## src/rtl/id_ex_reg.sv

```systemverilog
// Decode-to-execute pipeline register: captures the decoded instruction each cycle,
// inserts bubbles on decode stall, flushes to the handler entry, merges exceptions and ages Tnew.
module id_ex_reg #(
  parameter logic [31:0] EXC_ENTRY = 32'h0000_4180,
  parameter int          TNEW_W    = 2
) (
  input  logic              clk,
  input  logic              reset,
  input  logic              req,
  input  logic              D_stall,
  input  logic [31:0]       D_pc,
  input  logic [31:0]       D_instr,
  input  logic [31:0]       D_rs_data,
  input  logic [31:0]       D_rt_data,
  input  logic [31:0]       D_ext,
  input  logic [TNEW_W-1:0] D_tnew,
  input  logic [3:0]        D_excCode,
  input  logic              D_ri,
  input  logic              D_syscall,
  input  logic              D_bd,
  output logic [31:0]       E_pc,
  output logic [31:0]       E_instr,
  output logic [31:0]       E_rs_data,
  output logic [31:0]       E_rt_data,
  output logic [31:0]       E_ext,
  output logic [TNEW_W-1:0] E_tnew,
  output logic [3:0]        E_excCode,
  output logic              E_bd,
  output logic              E_valid
);

  typedef enum logic [3:0] {
    EXC_NONE    = 4'd0,
    EXC_SYSCALL = 4'd8,
    EXC_RI      = 4'd10
  } exc_code_e;

  typedef struct packed {
    logic [31:0]       pc;
    logic [31:0]       instr;
    logic [31:0]       rs_data;
    logic [31:0]       rt_data;
    logic [31:0]       ext;
    logic [TNEW_W-1:0] tnew;
    logic [3:0]        exc_code;
    logic              bd;
    logic              valid;
  } ex_stage_t;

  ex_stage_t         r_stage;
  ex_stage_t         w_next;
  logic [3:0]        w_exc_code;
  logic              w_kill_instr;
  logic [TNEW_W-1:0] w_tnew_aged;

  // Fetch-side exceptions outrank decode-side ones; RI and fetch faults turn the word into a nop,
  // while syscall keeps its encoding so the handler can decode the call.
  always_comb begin
    // NOTE: every always_comb output gets a default first so no path can infer a latch.
    w_exc_code   = EXC_NONE;
    w_kill_instr = 1'b0;
    if (D_excCode != 4'd0) begin
      w_exc_code   = D_excCode;
      w_kill_instr = 1'b1;
    end else if (D_ri) begin
      w_exc_code   = EXC_RI;
      w_kill_instr = 1'b1;
    end else if (D_syscall) begin
      w_exc_code   = EXC_SYSCALL;
    end
  end

  assign w_tnew_aged = (D_tnew == '0) ? '0 : D_tnew - TNEW_W'(1);

  always_comb begin
    w_next = '0;
    if (req) begin
      w_next.pc = EXC_ENTRY;
    end else if (D_stall) begin
      // The bubble keeps PC and BD so an interrupt landing on it reports the right EPC.
      w_next.pc = D_pc;
      w_next.bd = D_bd;
    end else begin
      w_next.pc       = D_pc;
      w_next.instr    = w_kill_instr ? 32'd0 : D_instr;
      w_next.rs_data  = D_rs_data;
      w_next.rt_data  = D_rt_data;
      w_next.ext      = D_ext;
      w_next.tnew     = w_tnew_aged;
      w_next.exc_code = w_exc_code;
      w_next.bd       = D_bd;
      w_next.valid    = 1'b1;
    end
  end

  always_ff @(posedge clk or negedge reset) begin
    if (!reset) begin
      r_stage <= '0;
    end else begin
      // NOTE: sequential state uses non-blocking assignment so all flops sample together.
      r_stage <= w_next;
    end
  end

  assign E_pc      = r_stage.pc;
  assign E_instr   = r_stage.instr;
  assign E_rs_data = r_stage.rs_data;
  assign E_rt_data = r_stage.rt_data;
  assign E_ext     = r_stage.ext;
  assign E_tnew    = r_stage.tnew;
  assign E_excCode = r_stage.exc_code;
  assign E_bd      = r_stage.bd;
  assign E_valid   = r_stage.valid;

endmodule
```

## config.mk

```make
export PLATFORM = sky130hd
export DESIGN_NAME = id_ex_reg
export DESIGN_NICKNAME = d
export VERILOG_FILES = /design/src/rtl/id_ex_reg.sv
export SDC_FILE = /design/constraint.sdc
export NUM_CORES = 1
export LEC_CHECK = 0
export CAP_MARGIN = 10
export CORE_MARGIN = 10
export CORE_UTILIZATION = 40
export DETAILED_ROUTE_END_ITERATION = 8
export PLACE_DENSITY_LB_ADDON = 0.05
export SLEW_MARGIN = 25
export SYNTH_ARGS = -nofsm -noshare
export SYNTH_HDL_FRONTEND = slang
export SYNTH_SLANG_ARGS = --single-unit
export TNS_END_PERCENT = 10
```

## constraint.sdc

```tcl
create_clock -name clk -period 1 [get_ports clk]
set_input_delay 0.2 -clock clk [delete_from_list [all_inputs] [get_ports clk]]
set_output_delay 0.2 -clock clk [all_outputs]
set_load 0.05 [all_outputs]
```

Word level (Yosys, flattened, before mapping)
Index checks and enable logic that the tools add are counted.
W data, S select, Z words.
{"block": "op_classes", "n_addsub": 1, "n_mux": 11, "n_reduce_logical": 2}
{"op": "$mux W136", "n": 1}
{"op": "$mux W134", "n": 1}
{"op": "$mux W32", "n": 2}
{"op": "$mux W4", "n": 3}
{"op": "$reduce_bool A4 Y1", "n": 1}
{"op": "$mux W1", "n": 3}
{"op": "$logic_not A2 Y1", "n": 1}
{"op": "$mux W2", "n": 1}
{"op": "$sub A2 B1 Y2 const B", "n": 1}
{"block": "totals", "regBits": 168, "in_bits": 173}

Depth between registers and ports, before layout
Gate-level depths: netlist of run 1.
{"block": "depth", "word_depth": 5, "depth_mapped": 4, "mapped_depth_nobuf": 2}

Least setup slack after synthesis of run 1
OpenSTA, ideal clock, no wires.
{"block": "synth_timing", "kind": "input-to-reg", "startpoint": "in D_excCode[2]", "endpoint": "reg r_stage, in the netlist E_instr[12]", "setup_ps": 96, "arrival_ps": 1238, "required_time_ps": 904, "setup_slack_ps": -334, "stages": 4, "path_buffers": 2, "cell_sequence": "or4_1 buf_6 buf_8 nor4b_4"}
{"item": "from (decl)", "line": "17", "text": "input logic [3:0] D_excCode,"}
{"item": "to (signal assigned)", "line": "101", "text": "r_stage <= w_next;"}
{"item": "to (decl)", "line": "50", "text": "ex_stage_t r_stage;"}

Final worst setup path of run 1
{"block": "layout_timing", "startpoint": "reg r_stage, in the netlist E_pc[14]", "endpoint": "out E_pc[14]"}
{"item": "to (decl)", "line": "21", "text": "output logic [31:0] E_pc,"}
No word-level cell between the ends.

==> out/summary.txt, run 1 <==
aggregate routed wire length - 24,500 um
number of antenna violations at the first check in global routing - 3
Setup Viol. Count Final - 196
drt initial violations - 237
kind of cell adding the most delay to the critical path - flip-flops
Total Routing Usage GR - 24.16%
arrival time of the worst setup path - 1.03 ns
Final #Nets - 906
vias in the first global route - 5,217
WL/cell - 26.38 um
area of all sequential standard cells - 4204 um^2
CTS H-tree depth - 4
P per Cell Area - 1433 nW/um^2
area grow syn2layout - 114.4%
most instantiated flip-flop cell in the synthesis netlist - sky130_fd_sc_hd__dfrtp_1
Post-Syn Instances - 372
count of warnings emitted by yosys - 0
total negative setup slack - -32.26 ns
clock-pin slew of the registers on the worst-case setup and hold paths - 0.06 ns
most common cell after layout, fill and taps aside - sky130_fd_sc_hd__buf_12
most frequent cells in the layout - 179 x sky130_fd_sc_hd__buf_12, 168 x sky130_fd_sc_hd__dfrtp_1, 164 x sky130_fd_sc_hd__clkdlybuf4s50_1
Die Area - 19,350 um^2
post-route core utilization - 87.62%
Chip Width - 139.1 um
clock tree from TritonCTS - done
Pleak - 5.496 nW
failing checks - negative setup slack
Inserted Clock Buffers - 17
Std-Cell Rows - 43
required time reported for the critical path endpoint - 0.80 ns
largest fanout on the critical path - 1
layout cells sized above 1 - 35.79%
crit-path cells - buf_12
max capacitance violation total - 0
design area - 12,160 um^2
Placed Cells incl. Taps - 890
final count of pins violating max slew - 0
placeable core region - 13,880 um^2
synthesized area - 5673 um^2
number of placed I/O pins - 341
number of inserted filler cells in the final layout - 590
launching element type of the critical path - flip-flop
number of sinks driven by the clock tree - 168
vertical extent of the die - 139.1 um
global route total overflow - 0
number of port buffers - 340
power after layout - 17.43 mW
Final min period - 1.230 ns
largest vdd supply drop - 0.001023 V
estimated wirelength of the detail-placed design - 17,070 um
area taken by multi-input logic gates - 1618 um^2
first-pass GRT wire length - 34,620 um
number of vias per cell - 4.723
tightest slew margin relative to the limit - 74.75%
number of buffers on the longest clock path - 2
path type of the worst min-delay path - in2reg
share of the clock period used by the worst path after layout - 123.0%
Crit-path slowest cell - sky130_fd_sc_hd__dfrtp_1
flop and latch count out of synthesis - 168
Placement Setup Slack - -0.8275 ns
starting density of the core - 40.87%
number of enable-type register cells in the synthesized netlist - 0
number of hold violations in the final report - 0
critical setup path kind - reg2out
post-detailed-placement cell area - 11,160 um^2
number of buffer and inverter stages on the critical path - 1
Min Hold Slack - 0.08020 ns
DR pass1 iterations - 4
outcome - complete, but fails checks
Async SR Flop Fraction - 100.0%
final weighted congestion in routability-driven placement - 0.7955
post-synthesis net count - 545
clock tree root driver cell - sky130_fd_sc_hd__clkbuf_16
critical path endpoint category - output port
worst setup margin - -0.2298 ns
Worst-Margin Slew - 0.3736 ns
Peak Freq - 813.1 MHz
share of synthesized area occupied by flip-flops and latches - 74.11%
syn avg cell area - 15.25 um^2
fin cells - 929
maximum number of pins on one net before global-route repair - 45
ANT nets after route - 0
setup repair after global routing missed its margin - yes
via count - 4,388
DRC violations left - 0
number of distinct library cell variants in the gate-level netlist after synthesis - 19
longest individual stage delay on the worst path - 0.43 ns
==> area by class of cell <==
class / count / area share [%]
multi-input cells: 172 / 13.30
well taps: 180 / 1.852
clock inverters: 7 / 0.9464
repair buffers: 368 / 45.02
clock buffers: 25 / 4.074
flip-flops and latches: 168 / 34.56
diodes: 3 / 0.06172
inverters: 6 / 0.1852
==> worst paths after layout <==
check,start,end,slack [ns],cells after the start
setup / recovery,E_pc[14],E_pc[14],-0.23,1
hold / removal,D_stall,E_tnew[0],0.08,3
max in group asynchronous,reset,E_rs_data[20],0.30,3
min in group asynchronous,reset,E_rt_data[22],0.22,2
==> Yosys cell counts, types with 2 or more instances <==
cell type	instances	area share [%]
sky130_fd_sc_hd__nor4_1	6	0.66
sky130_fd_sc_hd__or2_2	4	0.44
sky130_fd_sc_hd__dfrtp_1	168	74
sky130_fd_sc_hd__and2_1	98	11
sky130_fd_sc_hd__buf_1	4	0.26
sky130_fd_sc_hd__nor2b_1	30	3.3
sky130_fd_sc_hd__nor4b_1	5	0.77
sky130_fd_sc_hd__nor4b_4	2	0.84
sky130_fd_sc_hd__nor4b_2	21	5.6
sky130_fd_sc_hd__inv_1	6	0.40
sky130_fd_sc_hd__clkbuf_1	18	1.2
sky130_fd_sc_hd__buf_6	2	0.40
sky130_fd_sc_hd__buf_8	2	0.53
==> registers in the layout, summed over array words and instances, names as in the netlist <==
register	cells
E_ext	32
E_instr	32
E_pc	32
E_rs_data	32
E_rt_data	32
E_excCode	4
E_tnew	2
E_bd	1
E_valid	1
==> kinds of logic (layout without fill, tap and decap cells) <==
logic type,count (synthesis),in the layout,synth area share (%)
AOI/OAI and AO/OA,3,3,0.4192
buffers and inverters,32,406,2.779
DFF,168,168,74.11
other,0,3,0
and+or+nand+nor,169,169,22.70
==> layer usage <==
metal	routed length, um	part of all wire (%)	vias up	GRT usage, %
met5	0	0	-	0
met4	956	3.9	0	11.64
met3	2384	9.7	51	11.68
met2	13690	56	261	43.84
met1	7475	31	2169	21.95
li1	-	-	1907	-
==> where the power goes <==
group	leakage [nW]	switching, mW	internal, mW
Sequential	2.25	0.209	7.03
Clock	0.294	2.66	4.19
Combinational	2.95	1.58	1.75
==> what timing repair did <==
item,4_1_cts,5_1_grt
endpoints found under the hold margin,168,0
endpoints found under the setup margin,325,198
buffers inserted,0,0
hold buffers,1,0
gates resized for setup,52,10
cloned,3,0
pin swaps,7,4
(Power assumes the default switching activity.)
==> run 2, diff against run 1 <==
--- a/config.mk
+++ b/config.mk
@@ -10,6 +10,7 @@
 export CORE_UTILIZATION = 40
 export DETAILED_ROUTE_END_ITERATION = 8
 export PLACE_DENSITY_LB_ADDON = 0.05
+export SKIP_LAST_GASP = 1
 export SLEW_MARGIN = 25
 export SYNTH_ARGS = -nofsm -noshare
 export SYNTH_HDL_FRONTEND = slang
==> run 2 against run 1 <==
The run still ends with negative setup slack left; global-route usage about the same; utilization down 0.66 points; power down 0.65%; sequential power about the same; critical path depth unchanged; cell count up 0.11%; critical path type unchanged.
==> out/summary.txt, run 2 (synthesis gave the netlist of run 1 again) <==
outcome - complete, but fails checks
failing checks - negative setup slack
number of antenna violations at the first check in global routing - 3 (unchanged)
setup repair after global routing missed its margin - yes
aggregate routed wire length - 22,990 um (-6.2%)
crit-path cells - buf_12
worst setup margin - -0.2292 ns (+0.0005850 ns)
estimated wirelength of the detail-placed design - 17,070 um (unchanged)
number of buffers on the longest clock path - 2 (unchanged)
clock-pin slew of the registers on the worst-case setup and hold paths - 0.06 ns (about the same)
layout cells sized above 1 - 35.79% (unchanged)
Setup Viol. Count Final - 201 (+2.6%)
Std-Cell Rows - 43 (unchanged)
kind of cell adding the most delay to the critical path - flip-flops
DRC violations left - 0 (unchanged)
Inserted Clock Buffers - 17 (unchanged)
number of placed I/O pins - 341 (unchanged)
share of the clock period used by the worst path after layout - 122.9% (about the same)
Placement Setup Slack - -0.8275 ns (unchanged)
number of vias per cell - 4.638 (-1.8%)
number of buffer and inverter stages on the critical path - 1 (unchanged)
critical path endpoint category - output port
placeable core region - 13,880 um^2 (unchanged)
ANT nets after route - 0 (unchanged)
global route total overflow - 0 (unchanged)
Crit-path slowest cell - sky130_fd_sc_hd__dfrtp_1
maximum number of pins on one net before global-route repair - 45 (unchanged)
path type of the worst min-delay path - in2reg
clock tree root driver cell - sky130_fd_sc_hd__clkbuf_16
post-route core utilization - 86.97% (-0.66 points)
final weighted congestion in routability-driven placement - 0.7955 (unchanged)
tightest slew margin relative to the limit - 79.15% (+4.4 points)
fin cells - 930 (+0.11%)
final count of pins violating max slew - 0 (unchanged)
number of hold violations in the final report - 0 (unchanged)
Total Routing Usage GR - 24.17% (about the same)
largest vdd supply drop - 0.001012 V (-1.1%)
critical setup path kind - reg2out
arrival time of the worst setup path - 1.03 ns (about the same)
Die Area - 19,350 um^2 (unchanged)
Peak Freq - 813.5 MHz (about the same)
most frequent cells in the layout - 179 x sky130_fd_sc_hd__buf_12, 168 x sky130_fd_sc_hd__dfrtp_1, 164 x sky130_fd_sc_hd__clkdlybuf4s50_1
vias in the first global route - 5,183 (-0.65%)
most common cell after layout, fill and taps aside - sky130_fd_sc_hd__buf_12
required time reported for the critical path endpoint - 0.80 ns (about the same)
max capacitance violation total - 0 (unchanged)
largest fanout on the critical path - 1 (unchanged)
power after layout - 17.31 mW (-0.65%)
stages on the worst setup path - 1 (unchanged)
number of sinks driven by the clock tree - 168 (unchanged)
WL/cell - 24.72 um (-6.3%)
via count - 4,313 (-1.7%)
Final min period - 1.229 ns (-0.0005850 ns)
starting density of the core - 40.87% (unchanged)
longest individual stage delay on the worst path - 0.43 ns (about the same)
DR pass1 iterations - 4 (unchanged)
Chip Width - 139.1 um (unchanged)
Pleak - 5.438 nW (-1.1%)
depth of the worst hold-timing path - 3 (unchanged)
first-pass GRT wire length - 34,660 um (+0.12%)
area grow syn2layout - 112.8%
launching element type of the critical path - flip-flop
vertical extent of the die - 139.1 um (unchanged)
number of port buffers - 340 (unchanged)
Placed Cells incl. Taps - 890 (unchanged)
P per Cell Area - 1434 nW/um^2 (+0.10%)
Worst-Margin Slew - 0.3084 ns (-0.06517 ns)
Final #Nets - 906 (unchanged)
drt initial violations - 174 (-27%)
CTS H-tree depth - 4 (unchanged)
clock tree from TritonCTS - done
number of inserted filler cells in the final layout - 624 (+5.8%)
## run 2: worst paths after layout
check | startpoint | slack (ns) | endpoint
hold / removal | D_stall | 0.08 | E_tnew[0]
max in group asynchronous | reset | 0.30 | E_rs_data[20]
min in group asynchronous | reset | 0.22 | E_rt_data[18]
setup / recovery | E_pc[14] | -0.23 | E_pc[14]
## run 2: timing repair
action	4_1_cts	5_1_grt
pin swaps	5	0
resized for setup	51	0
hold buffers	1	0
gates cloned	3	0
buffers inserted	0	0
hold endpoints to repair	168	0
endpoints found under the setup margin	325	201
## run 2: where the power goes
group / leakage [nW] / internal (mW) / switching (mW)
Clock: 0.294 / 4.19 / 2.61
Sequential: 2.25 / 7.03 / 0.206
Combinational: 2.89 / 1.74 / 1.54
## run 2: cell type report
| type | instances | area [um^2] | share of cell area, % |
|---|---|---|---|
| diodes | 4 | 10.01 | 0.08292 |
| clock buffers | 25 | 495.5 | 4.104 |
| clock inverters | 7 | 115.1 | 0.9536 |
| inverters | 6 | 22.52 | 0.1866 |
| multi-input cells | 172 | 1530 | 12.68 |
| flip-flops and latches | 168 | 4204 | 34.83 |
| well taps | 180 | 225.2 | 1.866 |
| repair buffers | 368 | 5469 | 45.30 |
## run 2: layer usage
| metal | wire, um | vias up | global-route usage, % | part of all wire [%] |
|---|---|---|---|---|
| met2 | 12750 | 239 | 44.02 | 55 |
| met1 | 7111 | 2126 | 22.21 | 31 |
| met4 | 781 | 0 | 10.87 | 3.4 |
| met5 | 0 | - | 0 | 0 |
| met3 | 2343 | 38 | 11.54 | 10 |
| li1 | - | 1910 | - | - |
## run 2: through the flow
| stage | TNS [ns] | hold slack [ns] | cell area (um^2) |
|---|---|---|---|
| finish | -32.26 | 0.08192 | 12070 |
| global route | -37.71 | 0.08170 | 12070 |
| CTS | -34.10 | 0.06385 | 12060 |
| detailed placement | -88.78 | 0.09897 | 11160 |
| global placement | -87.94 | 0.09526 | 11160 |
| floorplan | -9.447 | -0.09559 | 5678 |
